### src/rtl/exibe_sequencia.sv
// exibe_sequencia: plays the stored colour sequence from a 16x4 synchronous ROM
// onto the LEDs. Each address from 0 to the latched limit is shown for T_ON
// cycles and then followed by T_OFF blank cycles. A one-cycle pronto pulse ends
// the run.
// Optional build macro PAUSA_JOGO_EN adds the congela input, which freezes the
// show/blank timing while it is high.
module exibe_sequencia #(
    parameter int T_ON  = 1000,
    parameter int T_OFF = 500,
    parameter int W     = 12
) (
    input  logic       clock,
    input  logic       reset,
    input  logic       iniciar,
    input  logic [3:0] limite,
`ifdef PAUSA_JOGO_EN
    input  logic       congela,
`endif
    input  logic [3:0] dado,
    output logic [3:0] endereco,
    output logic [3:0] leds,
    output logic       ocupado,
    output logic       pronto,
    output logic [3:0] db_estado
);

    typedef enum logic [3:0] {
        IDLE    = 4'd0,
        BUSCA   = 4'd1,
        CARREGA = 4'd2,
        MOSTRA  = 4'd3,
        PAUSA   = 4'd4,
        FIM     = 4'd5
    } estado_t;

    estado_t        estado, estado_nxt;
    logic [W-1:0]   timer;
    logic [3:0]     lim_q, col_q;
    logic           fim_on, fim_off, hold;
    logic [3:0]     leds_d;
    logic           ocupado_d, pronto_d;

    assign fim_on  = (timer == W'(T_ON - 1));
    assign fim_off = (timer == W'(T_OFF - 1));

`ifdef PAUSA_JOGO_EN
    // congela only matters while colours are being timed
    assign hold = congela && (estado == MOSTRA || estado == PAUSA);
`else
    assign hold = 1'b0;
`endif

    // debug display shows the raw state encoding
    assign db_estado = estado;

    // state register plus registered outputs, so the LEDs never glitch
    always_ff @(posedge clock) begin
        if (reset) begin
            estado  <= IDLE;
            leds    <= '0;
            ocupado <= 1'b0;
            pronto  <= 1'b0;
        end else begin
            estado  <= estado_nxt;
            leds    <= leds_d;
            ocupado <= ocupado_d;
            pronto  <= pronto_d;
        end
    end

    // next-state logic
    always_comb begin
        estado_nxt = estado;
        case (estado)
            IDLE:    if (iniciar) estado_nxt = BUSCA;
            BUSCA:   estado_nxt = CARREGA;
            CARREGA: estado_nxt = MOSTRA;
            MOSTRA:  if (!hold && fim_on) estado_nxt = PAUSA;
            PAUSA:   if (!hold && fim_off)
                         estado_nxt = (endereco == lim_q) ? FIM : BUSCA;
            FIM:     estado_nxt = IDLE;
            default: estado_nxt = IDLE;
        endcase
    end

    // output values for the coming state; on CARREGA->MOSTRA the colour comes
    // straight from the ROM since col_q is loaded on that same edge
    always_comb begin
        leds_d    = '0;
        ocupado_d = (estado_nxt != IDLE);
        pronto_d  = (estado_nxt == FIM);
        if (estado_nxt == MOSTRA)
            leds_d = (estado == CARREGA) ? dado : col_q;
    end

    // datapath: address walk, limit latch, colour capture and interval timer
    always_ff @(posedge clock) begin
        if (reset) begin
            endereco <= '0;
            lim_q    <= '0;
            col_q    <= '0;
            timer    <= '0;
        end else begin
            case (estado)
                IDLE: begin
                    endereco <= '0;
                    if (iniciar) lim_q <= limite;
                end
                CARREGA: begin
                    col_q <= dado;
                    timer <= '0;
                end
                MOSTRA: begin
                    if (!hold) timer <= fim_on ? '0 : timer + 1'b1;
                end
                PAUSA: begin
                    if (!hold) begin
                        if (fim_off) begin
                            timer <= '0;
                            // the last address goes to FIM, so no wrap past 15
                            if (endereco != lim_q) endereco <= endereco + 1'b1;
                        end else begin
                            timer <= timer + 1'b1;
                        end
                    end
                end
                FIM: endereco <= '0;
                default: ;
            endcase
        end
    end

endmodule

### config.mk
export PLATFORM = sky130hd
export DESIGN_NAME = exibe_sequencia
export DESIGN_NICKNAME = d
export VERILOG_FILES = /design/src/rtl/exibe_sequencia.sv
export SDC_FILE = /design/constraint.sdc
export NUM_CORES = 1
export LEC_CHECK = 0
export BUFFER_PORTS_ARGS = -buffer_cell sky130_fd_sc_hd__buf_2
export CORE_ASPECT_RATIO = 0.6
export CORE_MARGIN = 2
export CORE_UTILIZATION = 40
export DETAILED_ROUTE_END_ITERATION = 8
export HOLD_SLACK_MARGIN = 0.12
export MAX_ROUTING_LAYER = met4
export RECOVER_POWER = 25
export SLEW_MARGIN = 25
export SYNTH_ARGS = -nofsm -noshare
export SYNTH_HDL_FRONTEND = slang
export SYNTH_SLANG_ARGS = --single-unit
### constraint.sdc
create_clock -name clock -period 5.98 [get_ports clock]
set_clock_uncertainty 0.1 [all_clocks]
set_input_delay 0.299 -clock clock [delete_from_list [all_inputs] [get_ports clock]]
set_output_delay 0.299 -clock clock [all_outputs]
set_load 0.005 [all_outputs]
==> impl_metrics.json <==
{
  "cpPeakStageDelay_ns": 0.51,
  "crit_required_ns": 6.04,
  "clock_path_buffers": 2,
  "setup_viol": 0,
  "final_max_slew_viol_count": 0,
  "place_congestion": 0.828,
  "fillCellCount": 369,
  "dp_cells": 252,
  "pre_cts_ws_ns": 3.58,
  "track_usage_pct": 18.3,
  "min_to": "lim_q[0]",
  "dr_total_vias": 1416,
  "area_delta_synth_final_pct": 16.9,
  "holdCritPathClass": "in2reg",
  "tightest_slew_ns": 0.952,
  "met3_length_um": 204,
  "avgViaCountPerCell": 5.45,
  "avgSynthCellArea_um2": 8.35,
  "port-buffer-count": 24,
  "crit_path_max_fanout": 12,
  "slew_headroom_pct": 36.5,
  "synth-edff-count": 0,
  "fp.dieH_um": 52.3,
  "reg2reg_depth": 5,
  "power_frac_seq_pct": 49.8,
  "first_pass_iters": 4,
  "io-pin-count": 25,
  "period_needed_ns": 2.44,
  "fin_area_mm2": 0.00182,
  "r2r_end": "timer[1]",
  "start_util_pct": 42.0,
  "yosys.area.top_type": "dfxtp_1",
  "setup_tns_ns": 0,
  "hold_depth": 3,
  "cts_made_buffers": 5,
  "drive_gt1_share_pct": 15.5,
  "holdBufCountCts": 0,
  "grt_pass1_vias": 1214,
  "ys_ff_latch": 34,
  "start_kind": "register",
  "clk_transition_reported_paths_ns": 0.08,
  "cts_resized": 0,
  "wl_met2_mm": 1.51,
  "drtAntennaViolNets": 0,
  "status": "completed",
  "grt_pass1_wl_mm": 6.02,
  "clock.fmax_mhz": 410,
  "wirelength_mm": 3.61,
  "htreeDepth": 2,
  "fp.coreArea_mm2": 0.00370,
  "synth_top_cell_area_share_pct": 43.8,
  "intPower_mw": 0.362,
  "rsz0062_at_grt": "false",
  "setup_slack_ns": 3.54,
  "cp_slowest_cell": "or4b_4",
  "n_antenna_cell": 0,
  "antenna_found_initial": 0,
  "combPwrFrac_pct": 5.0,
  "hpwlAfterDp_mm": 2.64,
  "overflow": 0,
  "netlist_instances": 186,
  "final_util_pct": 49.1,
  "worstPathArrival_ns": 2.50,
  "holdCritStartpoint": "limite[0]",
  "timing.rr.start": "timer[5]",
  "syn_nets": 199,
  "power_frac_clock_pct": 45.2,
  "synth_top_flop_cell": "dfxtp_1",
  "power.leakage_nw": 0.659,
  "yosysWarnings": 0,
  "crit_type": "reg2reg",
  "powerDensity_mw_per_mm2": 258,
  "tritoncts": "yes",
  "endpoint_kind": "register",
  "cp_cell_sequence": "or4b_4 > nor3_1 > o22ai_1 > a22oi_1 > nor2_1",
  "wl_met1_mm": 1.88,
  "finalCritPeriodShare_pct": 40.8,
  "whs_ns": 0.172,
  "wl_per_cell_um": 13.9,
  "final_cells": 260,
  "synthTopCellsByCount": "dfxtp_1 (34), nand2_1 (24), nor2_1 (20), nand3_1 (16), a31oi_1 (10)",
  "synth_area_mm2": 0.00155,
  "synth_most_common_cell": "dfxtp_1",
  "cts_sinks": 34,
  "drc": 0,
  "netSwitchingPower_mw": 0.106,
  "num_rows": 17,
  "ys_types": 42,
  "power_mw": 0.469,
  "cts_root_buffer": "clkbuf_8",
  "finalHoldViolCount": 0,
  "die_w_um": 84.5,
  "place_area_mm2": 0.00171,
  "grt_max_degree": 25,
  "top_layer": "met4",
  "drt_iter0_markers": 106,
  "switching_share_pct": 22.7,
  "ir_worst_vdd_v": 0.000105,
  "insertion_delay_ns": 0.29,
  "die_area_mm2": 0.00442,
  "async_flop_share_pct": 0,
  "fin_nets": 225,
  "cts_setup_buffers": 0,
  "yosysSeqAreaShare_pct": 43.8,
  "r2r_slack_ns": 3.54,
  "yosys-top-cells-area": "dfxtp_1 (44%), nand2_1 (5.8%), nand3_1 (5.2%)",
  "maxCapViolations": 0
}
## cells in the final DEF, fill, tap and decap left out, drive strengths merged, types with 5 or more instances in the layout
cell type / count
o21ai: 7
or3: 5
nand2: 24
dfxtp: 34
inv: 5
a21oi: 9
clkbuf: 12
nand3: 16
buf: 17
xnor2: 5
nor2: 20
a31oi: 10
## critical path: cells and delay by family (launching register included)
| kind | cells | cell delay [ns] |
|---|---|---|
| flops | 1 | 0.44 |
| compound gates | 2 | 0.72 |
| simple gates | 3 | 1.05 |
## state kept, by name, summed over array words and instances, names as in the netlist
name,flops
col_q,4
db_estado,4
endereco,4
leds,4
lim_q,4
ocupado,1
pronto,1
timer,12
## kinds of logic (layout without fill, tap and decap cells)
family	Yosys count	count (layout)	synth area share, %
AO/OA/AOI/OAI	36	36	14.5
XOR/XNOR	7	7	3.95
adder cells (fa/ha/maj)	2	2	1.61
buffers and inverters	11	38	2.82
flip-flops	34	34	43.8
multiplexers	4	4	2.58
other	1	1	0.241
AND/OR/NAND/NOR	91	91	30.5
## routing by layer
metal  global-route usage [%]  up-vias
met3                     5.04        2
met5                        -        -
li1                         -      720
met2                     24.2       39
met1                     26.6      655
met4                     6.08        0
## worst max-delay path by stage
stage	from	endpoint	depth (start not counted)
floorplan	timer[0]	endereco[2]	6
global placement	timer[0]	endereco[2]	6
detailed placement	timer[5]	timer[1]	5
CTS	timer[5]	timer[1]	5
global route	timer[5]	timer[10]	5
finish	timer[5]	timer[1]	5
## power by group through the flow
stage	Clock, mW	Sequential [mW]	Combinational [mW]
after CTS	0.216	0.233	0.0238
final	0.212	0.233	0.0236
after global placement	0	0.238	0.0227
after global routing	0.225	0.234	0.0264
after floorplan	0	0.238	0.0143
after detailed placement	0	0.239	0.0237
## final cells by class
class	count	area [µm²]	area share [%]
Multi-Input combinational cell	141	830	45.7
Sequential cell	34	681	37.5
Timing Repair Buffer	24	111	6.13
Clock buffer	5	68.8	3.79
Tap cell	47	58.8	3.24
Clock inverter	3	45.0	2.48
Inverter	6	22.5	1.24
(Power assumes the default switching activity.)
